### src/rtl/priority_decoder_stream.sv
// priority_decoder_stream: encoded index to one-hot vector behind a valid/ready register stage.
// Define PRIORITY_DECODER_SKID_EN for a two-entry skid buffer with a registered in_ready.
module priority_decoder_stream #(
  parameter int WIDTH = 32,
  localparam int WIDTH_LOG = $clog2(WIDTH)
) (
  input  logic                 clk,
  input  logic                 rst_n,
  input  logic                 in_valid,
  output logic                 in_ready,
  input  logic [WIDTH_LOG-1:0] enc_idx,
  input  logic                 enc_vld,
  output logic                 out_valid,
  input  logic                 out_ready,
  output logic [WIDTH-1:0]     dec_vld,
  output logic                 dec_err
);
  logic             in_range;
  logic [WIDTH-1:0] dec_d;
  logic             err_d;
  logic             in_xfer;
  logic             out_xfer;
  // Widened compare so indices past a non-power-of-2 WIDTH are caught.
  assign in_range = {1'b0, enc_idx} < (WIDTH_LOG+1)'(WIDTH);
  assign dec_d    = (enc_vld && in_range) ? WIDTH'(1) << enc_idx : '0;
  assign err_d    = enc_vld && !in_range;
  assign in_xfer  = in_valid && in_ready;
  assign out_xfer = out_valid && out_ready;
`ifdef PRIORITY_DECODER_SKID_EN
  typedef enum logic [1:0] {EMPTY, ONE, TWO} state_t;
  state_t           state_q, state_d;
  logic             in_ready_q;
  logic [WIDTH-1:0] main_vld_q, skid_vld_q;
  logic             main_err_q, skid_err_q;
  always_ff @(posedge clk or negedge rst_n) begin
    if (!rst_n) begin
      state_q    <= EMPTY;
      in_ready_q <= 1'b1;
    end else begin
      state_q    <= state_d;
      in_ready_q <= state_d != TWO;
    end
  end
  always_comb begin
    state_d = state_q;
    unique case (state_q)
      EMPTY:   state_d = in_xfer ? ONE : EMPTY;
      ONE:     state_d = (in_xfer && !out_xfer) ? TWO : (out_xfer && !in_xfer) ? EMPTY : ONE;
      TWO:     state_d = out_xfer ? ONE : TWO;
      default: state_d = EMPTY;
    endcase
  end
  always_comb begin
    in_ready  = in_ready_q;
    out_valid = state_q != EMPTY;
    dec_vld   = main_vld_q;
    dec_err   = main_err_q;
  end
  // Main always holds the oldest beat; skid only fills when main is stalled.
  always_ff @(posedge clk or negedge rst_n) begin
    if (!rst_n) begin
      main_vld_q <= '0;
      main_err_q <= 1'b0;
      skid_vld_q <= '0;
      skid_err_q <= 1'b0;
    end else begin
      if (state_q == TWO && out_xfer) begin
        main_vld_q <= skid_vld_q;
        main_err_q <= skid_err_q;
      end else if (in_xfer && (state_q == EMPTY || out_xfer)) begin
        main_vld_q <= dec_d;
        main_err_q <= err_d;
      end
      if (in_xfer && state_q == ONE && !out_xfer) begin
        skid_vld_q <= dec_d;
        skid_err_q <= err_d;
      end
    end
  end
`else
  logic             valid_q;
  logic             err_q;
  logic [WIDTH-1:0] vld_q;
  assign in_ready  = !valid_q || out_ready;
  assign out_valid = valid_q;
  assign dec_vld   = vld_q;
  assign dec_err   = err_q;
  always_ff @(posedge clk or negedge rst_n) begin
    if (!rst_n) begin
      valid_q <= 1'b0;
      vld_q   <= '0;
      err_q   <= 1'b0;
    end else if (in_xfer) begin
      valid_q <= 1'b1;
      vld_q   <= dec_d;
      err_q   <= err_d;
    end else if (out_xfer) begin
      valid_q <= 1'b0;
    end
  end
`endif
endmodule

### config.mk
export PLATFORM = sky130hd
export DESIGN_NAME = priority_decoder_stream
export DESIGN_NICKNAME = d
export VERILOG_FILES = /design/src/rtl/priority_decoder_stream.sv
export SDC_FILE = /design/constraint.sdc
export NUM_CORES = 1
export LEC_CHECK = 0
export ABC_AREA = 0
export BUFFER_PORTS_ARGS = -buffer_cell sky130_fd_sc_hd__clkbuf_2
export CORE_MARGIN = 1
export CORE_UTILIZATION = 48
export CTS_CLUSTER_SIZE = 12
export DETAILED_ROUTE_END_ITERATION = 10
export MAX_ROUTING_LAYER = met4
export PLACE_DENSITY = 0.81
export SYNTH_ARGS = -nofsm -noshare
export SYNTH_HDL_FRONTEND = slang
export SYNTH_SLANG_ARGS = --single-unit
### constraint.sdc
create_clock -name clk -period 2.1 [get_ports clk]
set_clock_uncertainty 0.2 [all_clocks]
set_input_delay 0.315 -clock clk [delete_from_list [all_inputs] [get_ports clk]]
set_output_delay 0.315 -clock clk [all_outputs]
set_load 0.005 [all_outputs]
==> results.cfg <==
[run_status]
status = complete, no violations

[worst_hold_path]
hold_end = dec_vld[21]
hold_path_depth = 3
hold_class = primary input to flip-flop
min-delay-start = enc_idx[0]

[yosys]
ys.flop_type = dfrtp_1
synth_top_area_frac = 0.621
ys_seq_elements = 33
syn-num-nets = 113
syn_area_per_cell_um2 = 12.9
synth.most_common_cell = dfrtp_1
synthArstFlopShare = 1.00
synth_cell_types = 22
seq_area_frac_synth = 0.621
yosysTopAreaCell = dfrtp_1
synth_warnings = 0
synth_area_leaders = dfrtp_1 62%, o2bb2ai_1 20%, or3b_2 2.0%, nand2_1 1.7%, nand2b_1 1.4%
ys_top_cells_by_count = 33 x dfrtp_1, 31 x o2bb2ai_1, 6 x nand2_1, 4 x clkbuf_1
syn-instance-count = 103
syn_area_mm2 = 0.00133
synth_edf_count = 0

[timing]
report.final.slew_viol_count = 0
rsz0062_at_grt = false
max_freq_mhz = 586
finalHoldViolations = 0
worst_pin_slew_ns = 0.786
fin_tns_setup_ns = 0
setup_viol = 0
period_minus_slack_ns = 1.71
post-route-period-util = 0.813
relSlewSlack = 0.476

[floorplan]
ioPinCount = 45
die_h_um = 54.6
core_area_mm2 = 0.00254
initial_utilization = 0.522
die_w_um = 54.6
dieArea_mm2 = 0.00298
rows = 18

[setup_path]
crit_required_ns = 1.58
path_cells = nand2b_1 -> buf_4 -> clkbuf_2
crit_path_top_delay_cell = dfrtp_1
reg2reg_slack_ns = 0.47
r2r_start = out_valid
criticalPathCategory = flip-flop to output pin
crit_buf_inv = 2
rr_endpoint = dec_vld[20]
cp.arrival_ns = 1.19
reg2reg_depth = 3
path_depth = 3
slowest_delay_ns = 0.39
end_kind = output pin
path_delay_family = flip-flops
cp_max_fo = 8
startpoint_type = flip-flop

[final_layout]
multiInputGateArea_um2 = 462
area.sequential_um2 = 826
fin_nets = 159
fillers = 214
drive_gt1_frac = 0.387
fin_util = 0.653
insertedDiodeCount = 0
area_growth_pct = 25.0

[clocking]
tritoncts.num_buffers = 5
post_cts_buffers = 0
clock-sinks = 33
clk_latency_ns = 0.34
post_cts_resized = 0
cts.clk_slew.worst_paths_ns = 0.10
htree_levels = 2
holdBufCountCts = 1
cts-root-buf = clkbuf_4
cts_tree = yes
cts_buffer_depth = 2

[drt]
dr.pass1.iters = 4
drt_wl_total_um = 2960
drtAntennaViolNets = 0
drc = 0
drt-initial-drc-count = 16
routedWlPerCell_um = 16.5
route.vias.total = 1051
drt-vias-per-instance = 5.84

[global_route]
grt_overflow = 0
grtUsageTotal = 0.246
grt_pass1_wl_um = 4760
grt_max_degree = 34
antenna_found_initial = 0
first_global_vias = 980

[power_and_ir_drop]
p_leak_nw = 0.805
ir_drop_mv = 0.702
powerDensity_mw_per_mm2 = 751

[place]
port_buffers = 43
globalplace.congestion = 0.793
place_hpwl_um = 2090

[run]
cap_viol_max_count = 0
==> final cells by class <==
| type | count | share of cell area |
|---|---|---|
| clock buffers | 7 | 0.0331 |
| clock inverters | 1 | 0.0181 |
| inverters | 1 | 0.00226 |
| multi-input cells | 61 | 0.278 |
| flip-flops and latches | 33 | 0.497 |
| well taps | 30 | 0.0226 |
| repair buffers | 47 | 0.149 |
==> sequential cells by signal (all words and copies together), names as in the netlist <==
register   count
dec_vld       32
out_valid      1
==> worst max path at each step <==
stage                    start          end  slack [ns]
CTS                  out_valid     in_ready        0.39
global route         out_valid     in_ready        0.31
finish               out_valid     in_ready        0.39
floorplan           enc_idx[1]  dec_vld[24]        0.53
detailed placement  enc_idx[2]  dec_vld[24]        0.38
global placement      in_valid  dec_vld[19]        0.45
==> power breakdown <==
group	total (mW)	internal (mW)	switching (mW)
registers	0.652	0.646	0.00633
clock network	0.495	0.284	0.211
logic	0.101	0.0368	0.0641
total	1.25	0.967	0.281
==> per-layer routing <==
layer	track usage	vias up	share of wire
li1	-	482	-
met1	0.324	520	0.45
met2	0.357	45	0.47
met3	0.0889	4	0.072
met4	0.0641	0	0.0071
met5	-	-	0
==> worst min-delay path, delay by kind of cell <==
kind | cells | cell delay, ns
AOI/OAI and AO/OA | 1 | 0.06
buffers and inverters | 1 | 0.13
and+or+nand+nor | 1 | 0.08
==> layout by cell type (no fill, tap or decap) <==
master	instances
clkbuf_2	43
dfrtp_1	33
o2bb2ai_1	31
nand2_1	6
clkbuf_4	5
nand2b_1	3
or3b_2	3
nand4_1	3
buf_4	3
nand3_1	2
nand3b_1	2
nor2b_1	2
nand4b_1	2
nor3_1	1
mux2_2	1
inv_2	1
or4b_1	1
nor2_1	1
or3_1	1
or3b_1	1
conb_1	1
clkbuf_1	1
bufinv_16	1
clkbuf_8	1
dlygate4sd3_1	1
==> kinds of logic (layout without fill, tap and decap cells) <==
logic type / after synthesis / in the layout / share of synthesized area
other cells: 1 / 1 / 0.00282
simple gates: 28 / 28 / 0.132
flops: 33 / 33 / 0.621
mux: 1 / 1 / 0.00847
compound gates: 31 / 31 / 0.204
buf+inv: 9 / 56 / 0.0311
==> stage by stage <==
stage / hold WS (ns) / setup WS (ns) / area, um^2 / instances / power, mW
final: 0.0777 / 0.392 / 1660 / 180 / 1.25
after global routing: 0.0895 / 0.307 / 1660 / 180 / 1.30
after CTS: 0.0712 / 0.391 / 1660 / 180 / 1.26
after detailed placement: 0.237 / 0.377 / 1570 / 171 / 0.765
after global placement: 0.216 / 0.453 / 1570 / 171 / 0.761
after floorplan: -0.181 / 0.534 / 1330 / 103 / 0.714
Power figures use the tool's default switching activity.
